$ cat src/rtl/serial_nibble_collector_pkg.sv
// ============================================================================
// Module  : ser_pkg
// Brief   : Shared frame states, framing bit levels and counter sizing.
// Revision: 1.0
// ============================================================================
`default_nettype none

package ser_pkg;

    typedef enum logic [1:0] {
        IDLE   = 2'd0,
        DATA   = 2'd1,
        PARITY = 2'd2,
        STOP   = 2'd3
    } state_t;

    localparam logic START_BIT     = 1'b1;
    localparam logic STOP_BIT      = 1'b0;
    localparam int   DEFAULT_WIDTH = 4;
    localparam int   CNT_W         = (DEFAULT_WIDTH > 1) ? $clog2(DEFAULT_WIDTH) : 1;

    function automatic int cnt_width(input int w);
        return (w > 1) ? $clog2(w) : 1;
    endfunction

endpackage

`default_nettype wire

$ cat src/rtl/serial_nibble_collector_sipo_shift.sv
// ============================================================================
// Module  : sipo_shift
// Brief   : Serial-in parallel-out register, new bits enter at the MSB.
// Revision: 1.0
// ============================================================================
`default_nettype none

module sipo_shift #(
    parameter int WIDTH = 4
) (
    input  logic             clk,
    input  logic             clr,
    input  logic             en,
    input  logic             sin,
    output logic [WIDTH-1:0] q
);

    logic [WIDTH-1:0] r_q;

    generate
        if (WIDTH == 1) begin : g_single
            always_ff @(posedge clk or posedge clr) begin
                if (clr) begin
                    r_q <= '0;
                end else if (en) begin
                    r_q <= sin;
                end
            end
        end else begin : g_multi
            always_ff @(posedge clk or posedge clr) begin
                if (clr) begin
                    r_q <= '0;
                end else if (en) begin
                    r_q <= {sin, r_q[WIDTH-1:1]};
                end
            end
        end
    endgenerate

    assign q = r_q;

endmodule

`default_nettype wire

$ cat src/rtl/serial_nibble_collector.sv
// ============================================================================
// Module  : serial_nibble_collector
// Brief   : Frames start/data/stop serial stream into words on valid/ready.
//           Optional even-parity bit enabled by macro PARITY_CHECK_EN.
// Revision: 1.0
// ============================================================================
`default_nettype none

module serial_nibble_collector
    import ser_pkg::*;
#(
    parameter int WIDTH = DEFAULT_WIDTH
) (
    input  logic             clk,
    input  logic             clr,
    input  logic             bit_en,
    input  logic             sin,
    output logic [WIDTH-1:0] dout,
    output logic             dout_valid,
    input  logic             dout_ready,
    output logic             frame_err,
    output logic             overrun
);

    localparam int                 C_CNT_W = cnt_width(WIDTH);
    localparam logic [C_CNT_W-1:0] C_LAST  = C_CNT_W'(WIDTH - 1);

    state_t             r_state;
    state_t             w_state_nxt;
    logic [C_CNT_W-1:0] r_cnt;
    logic [C_CNT_W-1:0] w_cnt_nxt;
    logic               w_shift_en;
    logic               w_stop_sample;
    logic               w_par_ok;
    logic               w_good;
    logic               w_bad;
    logic               w_load;
    logic               w_drop;
    logic [WIDTH-1:0]   w_data;
    logic [WIDTH-1:0]   r_dout;
    logic               r_valid;
    logic               r_frame_err;
    logic               r_overrun;

    sipo_shift #(
        .WIDTH (WIDTH)
    ) u_sipo (
        .clk (clk),
        .clr (clr),
        .en  (w_shift_en),
        .sin (sin),
        .q   (w_data)
    );

    always_ff @(posedge clk or posedge clr) begin
        if (clr) begin
            r_state <= IDLE;
            r_cnt   <= '0;
        end else begin
            r_state <= w_state_nxt;
            r_cnt   <= w_cnt_nxt;
        end
    end

    always_comb begin
        w_state_nxt   = r_state;
        w_cnt_nxt     = r_cnt;
        w_shift_en    = 1'b0;
        w_stop_sample = 1'b0;
        if (bit_en) begin
            case (r_state)
                IDLE: begin
                    if (sin == START_BIT) begin
                        w_state_nxt = DATA;
                        w_cnt_nxt   = '0;
                    end
                end
                DATA: begin
                    w_shift_en = 1'b1;
                    w_cnt_nxt  = r_cnt + 1'b1;
                    if (r_cnt == C_LAST) begin
                        w_cnt_nxt = '0;
`ifdef PARITY_CHECK_EN
                        w_state_nxt = PARITY;
`else
                        w_state_nxt = STOP;
`endif
                    end
                end
                PARITY: begin
`ifdef PARITY_CHECK_EN
                    w_state_nxt = STOP;
`else
                    w_state_nxt = IDLE;
`endif
                end
                STOP: begin
                    // A stop bit of 1 is an error, never a new start bit.
                    w_stop_sample = 1'b1;
                    w_state_nxt   = IDLE;
                end
                default: w_state_nxt = IDLE;
            endcase
        end
    end

`ifdef PARITY_CHECK_EN
    logic r_par;

    always_ff @(posedge clk or posedge clr) begin
        if (clr) begin
            r_par <= 1'b0;
        end else if (bit_en && (r_state == PARITY)) begin
            r_par <= sin;
        end
    end

    assign w_par_ok = ~^{w_data, r_par};
`else
    assign w_par_ok = 1'b1;
`endif

    assign w_good = w_stop_sample && (sin == STOP_BIT) && w_par_ok;
    assign w_bad  = w_stop_sample && !((sin == STOP_BIT) && w_par_ok);
    // Loading while the old word leaves keeps dout_valid high with no bubble.
    assign w_load = w_good && (!r_valid || dout_ready);
    assign w_drop = w_good && r_valid && !dout_ready;

    always_ff @(posedge clk or posedge clr) begin
        if (clr) begin
            r_dout      <= '0;
            r_valid     <= 1'b0;
            r_frame_err <= 1'b0;
            r_overrun   <= 1'b0;
        end else begin
            r_frame_err <= w_bad;
            r_valid     <= w_load | (r_valid & ~dout_ready);
            if (w_load) begin
                r_dout <= w_data;
            end
            if (w_drop) begin
                r_overrun <= 1'b1;
            end
        end
    end

    assign dout       = r_dout;
    assign dout_valid = r_valid;
    assign frame_err  = r_frame_err;
    assign overrun    = r_overrun;

endmodule

`default_nettype wire

$ cat config.mk
export PLATFORM = sky130hd
export DESIGN_NAME = serial_nibble_collector
export DESIGN_NICKNAME = d
export VERILOG_FILES = /design/src/rtl/serial_nibble_collector_pkg.sv /design/src/rtl/serial_nibble_collector_sipo_shift.sv /design/src/rtl/serial_nibble_collector.sv
export SDC_FILE = /design/constraint.sdc
export NUM_CORES = 1
export LEC_CHECK = 0
export BUFFER_PORTS_ARGS = -buffer_cell sky130_fd_sc_hd__buf_4
export CAP_MARGIN = 20
export CORE_AREA = 2 2 39 41
export CTS_CLUSTER_DIAMETER = 80
export DETAILED_ROUTE_END_ITERATION = 16
export DIE_AREA = 0 0 41 43
export GPL_ROUTABILITY_DRIVEN = 0
export GPL_TIMING_DRIVEN = 0
export HOLD_SLACK_MARGIN = 0.08
export PLACE_DENSITY = 0.68
export RECOVER_POWER = 50
export SLEW_MARGIN = 20
export SYNTH_ARGS = -nofsm -noshare
export SYNTH_HDL_FRONTEND = slang
export SYNTH_HIERARCHICAL = 1
export SYNTH_SLANG_ARGS = --single-unit
$ cat constraint.sdc
create_clock -name clk -period 1.5 [get_ports clk]
set_input_delay 0 -clock clk [delete_from_list [all_inputs] [get_ports clk]]
set_output_delay 0 -clock clk [all_outputs]
set_load 0.05 [all_outputs]
---- Word-level counts from Yosys, hierarchy flattened ----
Cells that the tools add are included.
Widths: inputs -> output; s select.
storage, ports and cells
  flip-flop bits (word level) ............. 15
  input port bits ......................... 5
  output and inout port bits .............. 7
  word-level logic and storage cells ...... 41
cells by class
  add/subtract/negate cells ............... 1
  equal/unequal tests ..................... 6
  mux-type cells .......................... 10
  bitwise gates (word level) .............. 4
  reduce and logical (&&, ||, !) cells .... 13
operator list
  kind                 number
  $mux 2               4
  $eq 2x2->1 const B   3
  $pmux 2 s3           1
  $reduce_and 3->1     2
  $logic_and 1x1->1    5
  $mux 1               4
  $ne 2x2->1 const B   2
  $pmux 2 s2           1
  $add 2x1->2 const B  1
  $eq 2x1->1 const B   1
  $logic_not 1->1      2
  $logic_not 2->1      1
  $not 1->1            2
  $reduce_bool 2->1    1
  $reduce_or 2->1      1
  $and 1x1->1          1
  $logic_or 1x1->1     1
  $or 1x1->1           1

---- Logic depth before layout (Yosys ltp) ----
Gate-level depths: netlist of run 1.
  word-level depth ........................ 6
  mapped depth ............................ 3
  depth with buffers taken out ............ 3

---- Cells and area by module ----
Netlist of run 1, hierarchy kept.
modules (own cells, without submodules)
  module                   times used  cells each  area an instance (um^2)  sequential area each (um^2)
  serial_nibble_collector  1           33          462.9                    275.3
  sipo_shift               1           9           148.9                    100.1

---- Worst setup path after synthesis of run 1 ----
OpenSTA, ideal clock, no wires.
  path type ............................... register to register
  from .................................... register r_valid, in the netlist dout_valid
  to ...................................... register r_dout[0], in the netlist dout[0]
  data arrival time ....................... 1.245 ns
  slack ................................... 0.131 ns
  cell stages (with the launch flop) ...... 4
  path through ............................ dfrtp_1 -> nand2b_1 -> nor2b_4 -> mux2_2
on the way
  cells in the longest elaborated chain, start to end .. 3
ends and longest elaborated chain
  element                 line                            source
  from (decl)             serial_nibble_collector.sv:41   logic r_valid;
  from (signal assigned)  serial_nibble_collector.sv:137  r_valid <= w_load | (r_valid & ~dout_ready);
  $logic_not 1->1         serial_nibble_collector.sv:126  assign w_load = w_good && (!r_valid || dout_ready);
  $logic_or 1x1->1        serial_nibble_collector.sv:126
  $logic_and 1x1->1       serial_nibble_collector.sv:126
  to (signal assigned)    serial_nibble_collector.sv:139  r_dout <= w_data;
  to (decl)               serial_nibble_collector.sv:40   logic [WIDTH-1:0] r_dout;
Every way passes these cells.
A chain may end at the register's enable or synchronous reset.

---- Final worst setup path of run 1 ----
  from .................................... input port sin
  to ...................................... register r_dout[1], in the netlist dout[1]
on the way
  cells in the longest elaborated chain, start to end .. 3
ends and longest elaborated chain
  element            line                            source
  from (decl)        serial_nibble_collector.sv:17   input logic sin,
  $not 1->1          --
  $logic_and 1x1->1  serial_nibble_collector.sv:123  assign w_good = w_stop_sample && (sin == STOP_BIT) && w_par_ok;
  $logic_and 1x1->1  serial_nibble_collector.sv:126
Every way passes these cells.

==> impl_metrics.csv, run 1 <==
group,metric,value,unit
critical_path,worstRegToRegCells,3,
cells_and_area,final_util,0.559,
timing,hold_viol_final,0,
timing,tns,0,ns
worst_hold_path,hp-class,"primary input to async pin",
cts,postCtsSetupBuffers,0,
power,p_per_area,1970,nW/um^2
critical_path,crit_chain,"dlygate4sd3_1 > buf_4 > nand4b_1 > nor2b_4 > mux2_2",
power,p_leak,0.377,nW
power,p_comb_frac,0.410,
yosys,syn_inst,42,
timing,fin_crit,1.34,ns
timing,max_freq,746,MHz
yosys,ys_top_cells_by_area,"dfrtp_1 (61%), mux2_2 (15%), nand4b_4 (3.9%)",
floorplan,die_w,41,um
placement,portBuffers,11,
power,power_frac_clock,0.150,
yosys,syn_area,612,sq um
yosys,synth_top_area_cell,"dfrtp_1",
cts,cts_tree,"done",
timing,worstMarginPinSlew,0.588,ns
job,maxCapViolations,0,
floorplan,core_area,1380,sq um
detailed_routing,drc,0,
cells_and_area,nNetsFinal,69,
yosys,syn_nets,48,
power,sequentialPowerShare,0.440,
cells_and_area,area_delta_synth_final,26.4,%
floorplan,dieArea,1760,sq um
yosys,ys_seq_area_frac,0.613,
detailed_routing,routed_wl,966,um
detailed_routing,num_vias,389,
floorplan,row_count,14,
critical_path,arrival,1.51,ns
detailed_routing,wl_per_cell,12.4,um
timing,setup_viol,0,
cts,cts_buffer_depth,2,
global_routing,antenna_found_initial,0,
global_routing,grt-ovfl-total,0,
cells_and_area,post_route_cells_drive_above_1_share,0.403,
floorplan,start_util,0.442,
yosys,synth.distinct_cells,16,
timing,rsz0062_at_grt,"no",
detailed_routing,ant_nets,0,
critical_path,startpoint_type,"primary input",
yosys,synth_top_cell_area_share,0.613,
cts,insertion_delay,0.28,ns
cts,numCtsBuffers,3,
critical_path,required,1.67,ns
global_routing,grt_pass1_vias,399,
cts,clkSinkCount,15,
cts,htreeDepth,1,
cells_and_area,layout_commonest_cell,"dfrtp_1",
floorplan,die_h,43,um
timing,finalCritPeriodShare,0.894,
timing,drv_slew,0,
global_routing,grt_usage,0.144,
critical_path,crit_type,"primary input to register",
global_routing,grtUsageMet3,0.0471,
cts,cts-resized-gates,0,
global_routing,grt-busiest-layer,"met2",
detailed_routing,drtIter0Drc,3,
critical_path,cpPeakStageDelay,0.53,ns
critical_path,cp_max_fo,5,
power,switching_share,0.381,
yosys,yosysWarningCount,6,
cells_and_area,final_cell_mix,"dfrtp_1 (15), buf_4 (9), mux2_2 (8)",
power,p_int,0.944,mW
power,switching_power,0.582,mW
detailed_routing,via_per_inst,4.99,
cells_and_area,seq_area,375,sq um
yosys,synth-seq-cells,15,
yosys,avgSynthCellArea,14.6,sq um
cts,holdBufCountCts,5,
global_routing,grt_max_degree,12,
cells_and_area,n_fill_cell,116,
timing,maxSlewHeadroom,0.610,
global_routing,globalRouteMet1Util,0.200,
cts,cts_root_buffer,"clkbuf_4",
detailed_routing,firstDrtPassIters,4,
critical_path,critical_path.endpoint_type,"register",
floorplan,ioPinCount,12,
cts,clk_pin_slew,0.09,ns
critical_path,cpMaxStageDelayCell,"dlygate4sd3_1",
status,status,"finished clean",
global_routing,grt_pass1_wl,1.66,mm
placement,place_hpwl,684,um
cells_and_area,antenna_cells,0,
power,ir_worst_vdd,0.884,mV
cells_and_area,multi_input_area,210,sq um
global_routing,met2_usage,0.203,
timing,fin_worst_skew,0.00820,ns
flip-flops by register name, summed over array words and instances, names as in the netlist:
name / count
dout: 4
dout_valid: 1
frame_err: 1
overrun: 1
r_cnt: 2
r_state: 2
u_sipo/q: 4
stage by stage:
step | hold slack (ns) | setup WS [ns] | cell area [sq um] | total power, mW | std cells
6_report | 0.150 | 0.160 | 773 | 1.53 | 78
3_3_place_gp | -0.0964 | 0.255 | 714 | 1.28 | 69
3_5_place_dp | -0.0978 | 0.247 | 714 | 1.30 | 69
4_1_cts | 0.139 | 0.210 | 792 | 1.57 | 78
5_1_grt | 0.158 | 0.0713 | 773 | 1.63 | 78
2_1_floorplan | -0.234 | 0.131 | 612 | 1.13 | 42
logic make-up (layout without fill, tap and decap cells):
kind of cell	Yosys count	count (layout)	synth area share
flops	15	15	0.613
compound gates	7	7	0.0777
simple gates	8	8	0.123
fa+ha+maj	1	1	0.0204
buf+inv	3	23	0.0184
mux	8	8	0.147
synthesized netlist by cell type:
| master | count |
|---|---|
| a22o_1 | 2 |
| a21oi_1 | 2 |
| o21ai_0 | 1 |
| and3b_2 | 1 |
| nor2_1 | 1 |
| dfrtp_1 | 15 |
| nand2b_1 | 1 |
| o211ai_1 | 1 |
| nand2_1 | 2 |
| inv_1 | 3 |
| nand4b_4 | 1 |
| nor2b_4 | 1 |
| o21bai_1 | 1 |
| mux2_2 | 8 |
| ha_1 | 1 |
| and4_2 | 1 |
final cells by class:
cell class / count / share of cell area
clock buffer: 3 / 0.0291
clock inverter: 1 / 0.00647
inverter: 3 / 0.0146
multi-input combinational: 24 / 0.272
sequential: 15 / 0.485
tap: 16 / 0.0259
timing repair buffer: 16 / 0.167
path summary, 6_finish.rpt:
check	startpoint	slack, ns	end
min reg2reg	overrun	0.49	overrun
min	clr	0.15	u_sipo/q[0]
max in group asynchronous	clr	0.93	dout[1]
max	sin	0.16	dout[1]
min in group clk	overrun	0.49	overrun
max reg2reg	r_state[1]	0.20	dout[1]
layer usage:
layer,part of all wire,routed length (um)
met5,0,0
met4,0.018,17
met3,0.042,41
met2,0.46,440
met1,0.48,467
power groups by stage:
stage          sequential, mW  clock [mW]  combinational [mW]
4_1_cts                 0.685       0.239               0.643
3_3_place_gp            0.684           0               0.597
6_report                0.671       0.228               0.626
5_1_grt                 0.700       0.257               0.676
2_1_floorplan           0.869           0               0.259
3_5_place_dp            0.691           0               0.612
worst max-delay path, delay by kind of cell:
kind          cells  cell delay, ns
buf+inv           2            0.68
mux               1            0.35
simple gates      2            0.48
Note: power is estimated with default switching activity, not from simulation.
==> inputs of run 2 (changes only) <==
--- a/config.mk
+++ b/config.mk
@@ -7,16 +7,16 @@
 export LEC_CHECK = 0
 export BUFFER_PORTS_ARGS = -buffer_cell sky130_fd_sc_hd__buf_4
 export CAP_MARGIN = 20
-export CORE_AREA = 2 2 39 41
+export CORE_MARGIN = 2
+export CORE_UTILIZATION = 45
 export CTS_CLUSTER_DIAMETER = 80
 export DETAILED_ROUTE_END_ITERATION = 16
-export DIE_AREA = 0 0 41 43
 export GPL_ROUTABILITY_DRIVEN = 0
 export GPL_TIMING_DRIVEN = 0
 export HOLD_SLACK_MARGIN = 0.08
-export PLACE_DENSITY = 0.68
+export PLACE_DENSITY = 0.67
 export RECOVER_POWER = 50
-export SLEW_MARGIN = 20
+export SLEW_MARGIN = 40
 export SYNTH_ARGS = -nofsm -noshare
 export SYNTH_HDL_FRONTEND = slang
 export SYNTH_HIERARCHICAL = 1
==> run 2 against run 1 <==
  * Final cell count is 1.3% lower
  * Maximum frequency is 1.5% lower
  * Sequential share of layout area is 0.16 points higher
  * Non-clock buffer count stayed put
  * Worst setup slack worse by 0.021 ns
  * Register-to-register slack hardly changed
  * First-iteration DRC count is 130% higher
  * Combinational power is 1% higher
==> impl_metrics.csv, run 2 (same netlist as run 1, synthesis figures left out) <==
group,metric,value,unit
global_routing,antenna_found_initial,0,
critical_path,critPathTopFamily,"buffers and inverters",
cells_and_area,final_util,0.600,
detailed_routing,routed_wl,1.03,mm
cts,holdBufCountCts,5,
floorplan,dieArea,1670,sq um
cts,htreeDepth,1,
cells_and_area,area_delta_synth_final,26.0,%
critical_path,critical_path.endpoint_type,"register",
detailed_routing,wl_per_cell,13.4,um
floorplan,core_area,1280,sq um
timing,hold_viol_final,0,
global_routing,grt_pass1_wl,1.57,mm
global_routing,grt_pass1_vias,368,
timing,worstMarginPinSlew,0.429,ns
critical_path,required,1.67,ns
cts,cts_tree,"done",
critical_path,worstRegToRegCells,3,
timing,maxSlewHeadroom,0.713,
detailed_routing,drtIter0Drc,7,
timing,drv_slew,0,
detailed_routing,firstDrtPassIters,2,
power,p_per_area,1990,nW/um^2
placement,portBuffers,11,
timing,fin_crit,1.36,ns
floorplan,die_w,40.9,um
detailed_routing,num_vias,400,
detailed_routing,via_per_inst,5.19,
cells_and_area,antenna_cells,0,
global_routing,grt_max_degree,12,
power,ir_worst_vdd,1.02,mV
critical_path,cpPeakStageDelay,0.53,ns
cells_and_area,final_cell_mix,"dfrtp_1 (15), buf_4 (9), mux2_2 (8)",
critical_path,crit_type,"primary input to register",
timing,rsz0062_at_grt,"no",
critical_path,crit_chain,"dlygate4sd3_1 > clkbuf_1 > nand4b_1 > nor2b_4 > mux2_2",
critical_path,startpoint_type,"primary input",
floorplan,row_count,13,
floorplan,start_util,0.476,
critical_path,cpMaxStageDelayCell,"dlygate4sd3_1",
cts,clk_pin_slew,0.08,ns
detailed_routing,drc,0,
global_routing,grt_usage,0.155,
job,maxCapViolations,0,
timing,tns,0,ns
timing,fin_worst_skew,0.00229,ns
worst_hold_path,hp-class,"primary input to async pin",
cts,cts-resized-gates,0,
power,p_leak,0.375,nW
status,status,"finished clean",
cts,cts_root_buffer,"clkbuf_4",
timing,setup_viol,0,
critical_path,crit_buf_inv,2,
floorplan,ioPinCount,12,
cts,numCtsBuffers,3,
critical_path,arrival,1.53,ns
timing,finalCritPeriodShare,0.908,
cts,clkSinkCount,15,
cts,cts_buffer_depth,2,
critical_path,cp.depth,5,
cells_and_area,nNetsFinal,69,
detailed_routing,ant_nets,0,
cells_and_area,layout_commonest_cell,"dfrtp_1",
timing,max_freq,735,MHz
floorplan,die_h,40.9,um
global_routing,grt-ovfl-total,0,
cells_and_area,post_route_cells_drive_above_1_share,0.387,
cts,insertion_delay,0.28,ns
cts,postCtsSetupBuffers,0,
critical_path,cp_max_fo,5,
-- run 2: changes by cell type in the layout (fill, tap and decap cells not counted), sizes merged --
cell and delta:
clkinv -1, clkbuf +1
-- run 2: per-layer routing --
layer  vias to the layer above  global-route usage  share of wire
met4                         0               0.125          0.022
li1                        193                   -              -
met2                        10               0.230           0.51
met3                         4              0.0326          0.040
met5                         -                   0              0
met1                       193               0.191           0.43
-- run 2: worst register-to-register path, stage by stage (launching register included) --
cell and delay [ns]:
dfrtp_1 0.41, nand4b_1 0.22, nor2b_4 0.22, mux2_2 0.35
-- run 2: path summary, 6_finish.rpt --
| check | from | end | slack (ns) |
|---|---|---|---|
| max | sin | dout[2] | 0.14 |
| min | clr | u_sipo/q[2] | 0.16 |
| max reg2reg | r_state[1] | dout[2] | 0.19 |
| min reg2reg | overrun | overrun | 0.49 |
| max in group asynchronous | clr | dout_valid | 0.93 |
| min in group clk | bit_en | r_state[1] | 0.48 |
-- run 2: layout make-up --
type                            instances  area, sq um
Clock buffer                            4         26.3
Fill cell                             106          514
Timing Repair Buffer                   16          129
Inverter                                3         11.3
Tap cell                               15         18.8
Multi-Input combinational cell         24          210
Sequential cell                        15          375
-- run 2: power breakdown --
group | switching, mW | internal, mW
clock network | 0.124 | 0.103
logic | 0.355 | 0.280
registers | 0.107 | 0.567
total | 0.586 | 0.950
-- run 2: per-stage QoR --
stage                     hold WS (ns)  area [sq um]  cells  power, mW  worst slack, ns
after floorplan                 -0.234           612     42       1.13            0.131
after global placement          -0.103           713     68       1.27            0.275
after detailed placement       -0.0907           713     68       1.31            0.250
after CTS                        0.161           790     77       1.57            0.200
after global routing             0.173           771     77       1.63           0.0868
final                            0.160           771     77       1.54            0.139
